===== config.mk =====
export PLATFORM = sky130hd
export DESIGN_NAME = mem_bus_arbiter
export DESIGN_NICKNAME = d
export VERILOG_FILES = /design/src/rtl/mem_arb_pkg.sv /design/src/rtl/rr_priority_picker.sv /design/src/rtl/mem_bus_arbiter.sv
export SDC_FILE = /design/constraint.sdc
export NUM_CORES = 1
export LEC_CHECK = 0
export CAP_MARGIN = 20
export CORE_AREA = 10 10 101 103
export CTS_CLUSTER_DIAMETER = 120
export DETAILED_ROUTE_END_ITERATION = 12
export DIE_AREA = 0 0 111 113
export PLACE_DENSITY = 0.79
export SYNTH_ARGS = -nofsm -noshare
export SYNTH_HDL_FRONTEND = slang
export SYNTH_HIERARCHICAL = 1
export SYNTH_SLANG_ARGS = --single-unit

===== constraint.sdc =====
create_clock -name clk -period 1.37 [get_ports clk]
set_clock_uncertainty 0.2 [all_clocks]
set_input_delay 0.137 -clock clk [delete_from_list [all_inputs] [get_ports clk]]
set_output_delay 0.137 -clock clk [all_outputs]
set_load 0.05 [all_outputs]

===== src/rtl/mem_arb_pkg.sv =====
// Shared types and bus widths for the LeoSoC memory bus arbiter.
package mem_arb_pkg;

  typedef enum logic [0:0] {ARB_IDLE, ARB_BUSY} arb_state_t;

  localparam int MEM_ADDR_W = 32;
  localparam int MEM_DATA_W = 32;
  localparam int MEM_MASK_W = 4;

  // Width of a port index; a single port still needs one bit to hold it.
  function automatic int idx_w(input int n);
    return (n > 1) ? $clog2(n) : 1;
  endfunction

endpackage


===== src/rtl/rr_priority_picker.sv =====
// Round-robin search: first claiming port strictly after i_last, wrapping around.
module rr_priority_picker
  import mem_arb_pkg::*;
#(
  parameter int NUM_PORTS = 2,
  parameter int IDX_W     = 1
) (
  input  logic [NUM_PORTS-1:0] i_claim,
  input  logic [IDX_W-1:0]     i_last,
  output logic [NUM_PORTS-1:0] o_onehot,
  output logic [IDX_W-1:0]     o_idx,
  output logic                 o_valid
);

  always_comb begin
    o_onehot = '0;
    o_idx    = '0;
    o_valid  = 1'b0;
    // k = NUM_PORTS revisits i_last itself, so it is the lowest priority.
    for (int k = 1; k <= NUM_PORTS; k++) begin
      if (!o_valid && i_claim[(int'(i_last) + k) % NUM_PORTS]) begin
        o_valid = 1'b1;
        o_onehot[(int'(i_last) + k) % NUM_PORTS] = 1'b1;
        o_idx = IDX_W'((int'(i_last) + k) % NUM_PORTS);
      end
    end
  end

endmodule


===== src/rtl/mem_bus_arbiter.sv =====
// Round-robin arbiter sharing one memory bus between NUM_PORTS requesters,
// holding each grant until mem_done, abort or watchdog expiry.
module mem_bus_arbiter
  import mem_arb_pkg::*;
#(
  parameter int NUM_PORTS      = 2,
  parameter int TIMEOUT_CYCLES = 0
) (
  input  logic                            clk,
  input  logic                            reset,
  input  logic [MEM_ADDR_W*NUM_PORTS-1:0] req_addr,
  input  logic [MEM_DATA_W*NUM_PORTS-1:0] req_wdata,
  input  logic [MEM_MASK_W*NUM_PORTS-1:0] req_wmask,
  input  logic [NUM_PORTS-1:0]            req_wstrb,
  input  logic [NUM_PORTS-1:0]            req_rstrb,
  output logic [NUM_PORTS-1:0]            req_done,
  output logic [MEM_DATA_W-1:0]           req_rdata,
  output logic [MEM_ADDR_W-1:0]           mem_addr,
  output logic [MEM_DATA_W-1:0]           mem_wdata,
  output logic [MEM_MASK_W-1:0]           mem_wmask,
  output logic                            mem_wstrb,
  output logic                            mem_rstrb,
  input  logic [MEM_DATA_W-1:0]           mem_rdata,
  input  logic                            mem_done,
  output logic [NUM_PORTS-1:0]            granted,
  output logic                            busy,
  output logic                            timeout
);

  localparam int IDX_W = idx_w(NUM_PORTS);
  localparam int CNT_W = (TIMEOUT_CYCLES > 0) ? $clog2(TIMEOUT_CYCLES + 1) : 1;

  arb_state_t           r_state;
  logic [NUM_PORTS-1:0] r_grant;
  logic [IDX_W-1:0]     r_idx;
  logic [IDX_W-1:0]     r_last;

  logic [NUM_PORTS-1:0] w_claim;
  logic [NUM_PORTS-1:0] w_win;
  logic [IDX_W-1:0]     w_win_idx;
  logic                 w_win_vld;
  logic                 w_held;
  logic                 w_expire;
  logic                 w_release;

  assign w_claim = req_rstrb | req_wstrb;

  rr_priority_picker #(
    .NUM_PORTS (NUM_PORTS),
    .IDX_W     (IDX_W)
  ) u_picker (
    .i_claim  (w_claim),
    .i_last   (r_last),
    .o_onehot (w_win),
    .o_idx    (w_win_idx),
    .o_valid  (w_win_vld)
  );

  // The granted port still holds a strobe; dropping both is an abort.
  assign w_held    = |(w_claim & r_grant);
  assign w_release = (r_state == ARB_BUSY) && (mem_done || !w_held || w_expire);

  generate
    if (TIMEOUT_CYCLES > 0) begin : g_wdog
      logic [CNT_W-1:0] r_cnt;

      always_ff @(posedge clk) begin
        if (reset)
          r_cnt <= '0;
        else if (r_state == ARB_IDLE)
          r_cnt <= '0;
        else if (r_cnt != CNT_W'(TIMEOUT_CYCLES))
          r_cnt <= r_cnt + 1'b1;
      end

      // Fires in the BUSY cycle whose increment reaches TIMEOUT_CYCLES;
      // a simultaneous mem_done wins and is treated as a normal completion.
      assign w_expire = (r_state == ARB_BUSY) && !mem_done &&
                        (r_cnt == CNT_W'(TIMEOUT_CYCLES - 1));
    end else begin : g_no_wdog
      assign w_expire = 1'b0;
    end
  endgenerate

  always_ff @(posedge clk) begin
    if (reset) begin
      r_state <= ARB_IDLE;
      r_grant <= '0;
      r_idx   <= '0;
      r_last  <= IDX_W'(NUM_PORTS - 1);
    end else begin
      case (r_state)
        ARB_IDLE: begin
          if (w_win_vld) begin
            r_state <= ARB_BUSY;
            r_grant <= w_win;
            r_idx   <= w_win_idx;
          end
        end
        ARB_BUSY: begin
          if (w_release) begin
            r_state <= ARB_IDLE;
            r_grant <= '0;
            r_last  <= r_idx;
          end
        end
        default: begin
          r_state <= ARB_IDLE;
          r_grant <= '0;
        end
      endcase
    end
  end

  // AND-OR mux on the one-hot grant; an empty grant yields an all-zero bus.
  always_comb begin
    mem_addr  = '0;
    mem_wdata = '0;
    mem_wmask = '0;
    for (int i = 0; i < NUM_PORTS; i++) begin
      if (r_grant[i]) begin
        mem_addr  = mem_addr  | req_addr [MEM_ADDR_W*i +: MEM_ADDR_W];
        mem_wdata = mem_wdata | req_wdata[MEM_DATA_W*i +: MEM_DATA_W];
        mem_wmask = mem_wmask | req_wmask[MEM_MASK_W*i +: MEM_MASK_W];
      end
    end
  end

  assign mem_wstrb = |(req_wstrb & r_grant);
  assign mem_rstrb = |(req_rstrb & r_grant);
  assign req_done  = r_grant & {NUM_PORTS{mem_done}};
  assign req_rdata = mem_rdata;
  assign granted   = r_grant;
  assign busy      = (r_state == ARB_BUSY);
  assign timeout   = w_expire;

endmodule


Word level (Yosys, flattened, before mapping)
Cells that the tools add are included.
- register bits: 5
- logic and storage cells: 65
- output and inout port bits: 108
- input bits: 175
- reductions and logical operators: 13
- mux-type cells: 28
- equal/unequal tests: 2
- order comparisons: 4
- bitwise gates (word level): 12
- $add $sub $neg: 2
- operators with widths (cell ; count):
    2-to-1 mux 32 bit ; 4
    OR 32 bit ; 2
    2-to-1 mux 1 bit ; 14
    bitwise AND 2 bit ; 4
    2-to-1 mux 2 bit ; 4
    2-to-1 mux 4 bit ; 2
    < comparator 2 x 3 -> 1 bit, second input constant ; 2
    AND reduction 2 bit ; 3
    OR reduction 2 bit ; 3
    >= comparator 2 x 1 -> 1 bit, second input constant ; 2
    logical AND 1 bit ; 4
    inequality test 2 x 1 -> 1 bit, second input constant ; 2
    OR 2 bit ; 2
    OR 4 bit ; 1
    case mux 2 bit (2 select lines) ; 1
    adder 1 bit, second input constant ; 2
    bitwise AND 1 bit, first input constant ; 2
    demux 1 bit (select 1 bit) ; 2
    logical NOT 1 bit ; 2
    case mux 1 bit (2 select lines) ; 1
    logical OR 1 bit ; 1
    inverter 1 bit ; 1

Logic depth before layout (Yosys ltp)
- depth in word-level cells: 11
- mapped depth: 6
- depth with buffers taken out: 6

By module
Netlist, hierarchy kept.
- by module, submodules not included (module ; cells an instance ; sequential area each (um^2) ; area each (um^2) ; instances):
    mem_bus_arbiter ; 149 ; 100.1 ; 1172.4 ; 1
    rr_priority_picker ; 5 ; 0.0 ; 32.5 ; 1

Least setup slack after synthesis
Ideal clock, no wire load.
- kind: register -> output
- start: register r_grant[0], in the netlist granted[0]
- end: output mem_addr[0]
- slack: -681 ps
- stages on the path, launching flop included: 4
- arrival time: 1714 ps
- data required time: 1033 ps
- path buffers: 2
- cells stage by stage: dfxtp_1 -> clkbuf_1 -> clkbuf_1 -> a22o_1
- word-level cells in the longest chain between the ends: 3
- RTL lines (item ; line ; text):
    from (decl) ; mem_bus_arbiter.sv:34 ; logic [NUM_PORTS-1:0] r_grant;
    from (signal assigned) ; mem_bus_arbiter.sv:96 ; r_grant <= w_win;
    2-to-1 mux 32 bit * ; mem_bus_arbiter.sv:121 ; if (r_grant[i]) begin
    OR 32 bit ; mem_bus_arbiter.sv:122 ; mem_addr = mem_addr | req_addr [MEM_ADDR_W*i +: MEM_ADDR_W];
    2-to-1 mux 32 bit * ; mem_bus_arbiter.sv:121 ;
    to (decl) ; mem_bus_arbiter.sv:18 ; output logic [MEM_ADDR_W-1:0] mem_addr,
Every way passes the cells marked *; elsewhere a longest branch is shown, timed or not.

Worst setup path after layout
- start: register r_grant[1], in the netlist granted[1]
- end: output mem_rstrb
- word-level cells in the longest chain between the ends: 2
- RTL lines (item ; line ; text):
    bitwise AND 2 bit ; mem_bus_arbiter.sv:130 ; assign mem_rstrb = |(req_rstrb & r_grant);
    OR reduction 2 bit ; mem_bus_arbiter.sv:130 ;
    to (decl) ; mem_bus_arbiter.sv:22 ; output logic mem_rstrb,
Every way passes these cells.

==> qor.yml <==
synthesis:
  synth_fp_nets: 329
  syn_avg_cell_area_sq_um: 7.82
  syn_area_sq_um: 1200
  yosys.area_share.simple: 0.0623
  synth.top_cell.area_share: 0.502
  ys_types: 22
  synth_warnings: 6
  yosysSeqAreaShare: 0.0831
  ys_seq_elements: 5
  synthTopCellsByArea: "a22o_1 50%, buf_4 21%, dfxtp_1 8.3%, clkbuf_1 4.0%, mux2i_1 2.5%"
  synth_compound_area_frac: 0.562
  synthMuxAreaShare: 0.0249
  yosys.area.top_type: "a22o_1"
  synth-xor-area-share: 0
  synth-adder-area-share: 0
  synth_top_family_by_area: "compound AO/OA/AOI/OAI gates"
  synthCells: 154
global_route:
  grt_pass1_wl_um: 14900
  grt_pass1_vias: 2352
  grt_use_total: 0.148
  grt_max_degree: 37
  overflow: 0
  antenna_found_initial: 0
clock_network:
  clk_pin_slew_ns: 0.04
  clock_latency_ns: 0.22
  cts_hold_buffers: 0
  cts_buffers: 3
  clockBufferDepth: 2
  clock-sinks: 5
  tritoncts: "yes"
  cts-root-buf: "clkbuf_8"
  ctsHtreeMaxLevel: 1
die:
  start_util: 0.148
  core.rowCount: 33
  fp.dieW_um: 111
  design.core.area_sq_um: 8130
  design.die.area_sq_um: 12500
  die_h_um: 113
  io_pins: 283
status:
  status: "finished with violations"
  violations: "setup timing"
final_layout:
  drive_gt1_frac: 0.534
  stdcell_area_sq_um: 5040
  layout.nets: 530
  syn_to_final_growth_pct: 318
  antenna_cells: 0
  fillers: 612
pwr:
  power.leakage_nw: 2.20
  power_density_nw_per_um2: 670
  seqPwrFrac: 0.058
  pwr-share-comb: 0.862
  p_int_mw: 1.97
  p_sw_mw: 1.41
  clockPowerShare: 0.080
  peakVddDrop_mv: 0.537
  switching_share: 0.417
  p_total_mw: 3.38
timing:
  rsz0062_at_grt: "true"
  max_freq_mhz: 623
  fin_crit_sh: 1.17
  final-hold-violation-count: 0
  drv_slew: 0
  tns_ns: -15.08
  setup_ws_ns: -0.235
  setup_viol: 78
  min_period_ns: 1.61
worst_setup_path:
  r2r-end: "r_last"
  cp-end-kind: "output pin"
  startpoint_type: "flip-flop"
  crit_type: "reg2out"
  rrSetupSlack_ns: -0.19
  required_ns: 1.03
  crit_arrival_ns: 1.27
  crit_end: "mem_rstrb"
  path_max_fanout: 13
  r2r_cells: 5
  r2r_start: "granted[0]"
  cp-startpoint: "granted[1]"
min_path:
  hold_class: "in2out"
placement:
  place_congestion: 0.853
  place_hpwl_um: 8480
  port_buffers: 217
  placed_area_sq_um: 4770
routing:
  via_per_inst: 4.59
  routed_wl_um: 10300
  ant_nets: 0
  drt_iter0_markers: 62
  routedWlPerCell_um: 22.5
  drc: 0
  dr_total_vias: 2107
  firstDrtPassIters: 4
run:
  max_cap_viol_count: 0
what timing repair did:
action / in CTS / in global routing
resized for setup: 19 / 10
gates cloned: 2 / 2
pin swaps: 8 / 2
buffers inserted: 4 / 1
setup endpoints to repair: 78 / 79
worst max-delay path, stage by stage, from the launching register on:
cell and delay (ns):
dfxtp_4 0.36, bufbuf_16 0.30, a22o_4 0.23, buf_12 0.14
layout by cell type, fill, tap and decap left out, types with 2 or more instances in the layout:
master	n
clkdlybuf4s50_1	137
buf_12	79
a22o_4	68
buf_4	10
buf_6	9
nor2_1	6
clkdlybuf4s15_1	4
or2_4	3
inv_1	3
mux2i_1	3
clkbuf_8	3
and2_4	2
a22o_2	2
buf_16	2
clkbuf_16	2
dfxtp_4	2
dfxtp_1	2
a21boi_0	2
cell usage after synthesis:
library cell,number
a211o_1,1
a21boi_0,2
a21boi_1,1
a22o_1,69
a22o_2,1
a31oi_1,2
a32o_2,1
and2_1,2
buf_1,3
buf_4,33
clkbuf_1,13
conb_1,1
dfxtp_1,5
inv_1,3
mux2i_1,3
nand2_1,1
nor2_1,7
nor2b_1,1
nor3_1,1
o21a_1,1
or2_1,2
or2_4,1
how the worst min path moves through the flow:
| stage | end | from | cells after the start |
|---|---|---|---|
| 4_1_cts | req_rdata[14] | mem_rdata[14] | 0 |
| 3_3_place_gp | req_rdata[14] | mem_rdata[14] | 0 |
| 2_1_floorplan | granted[0] | reset | 1 |
| 6_report | req_rdata[17] | mem_rdata[17] | 0 |
| 3_5_place_dp | req_rdata[14] | mem_rdata[14] | 0 |
| 5_1_grt | req_rdata[17] | mem_rdata[17] | 0 |
metrics by stage:
| step | instances | util | setup WS [ns] | hold WS, ns |
|---|---|---|---|---|
| 6_report | 459 | 0.620 | -0.235 | 0.0740 |
| 5_1_grt | 459 | 0.620 | -0.269 | 0.0741 |
| 4_1_cts | 456 | 0.606 | -0.246 | 0.0743 |
| 3_5_place_dp | 446 | 0.586 | -0.522 | 0.0743 |
| 3_3_place_gp | 446 | 0.586 | -0.470 | 0.0743 |
| 2_1_floorplan | 154 | - | -0.0846 | -0.000300 |
flip-flops by register name (all words and copies together) (netlist names):
signal   cells
granted      2
r_last       1
r_idx        1
busy         1
area by class of cell:
class / count / area (sq um) / share of cell area
repair buffers: 245 / 3320 / 0.658
multi-input cells: 97 / 1430 / 0.283
well taps: 105 / 131 / 0.0261
flip-flops and latches: 5 / 109 / 0.0216
clock buffers: 4 / 45.0 / 0.00894
inverters: 3 / 11.3 / 0.00223
logic make-up (layout without fill, tap and decap cells):
family	Yosys count	in the layout
other cells	1	1
simple gates	15	15
buf+inv	52	252
flops	5	5
compound gates	78	78
mux	3	3
metal layers:
layer  wire, um  track usage  share of wire
met1       3870        0.157           0.37
met3        953       0.0555          0.092
met5          0            0              0
met2       5410        0.273           0.52
met4        106       0.0304          0.010
power by group through the flow:
stage	Sequential [mW]	Clock, mW	Combinational, mW
finish	0.194	0.271	2.91
floorplan	0.200	0	1.62
global placement	0.186	0	2.78
global route	0.198	0.289	3.01
CTS	0.190	0.279	2.89
detailed placement	0.187	0	2.81
Power figures use the tool's default switching activity.
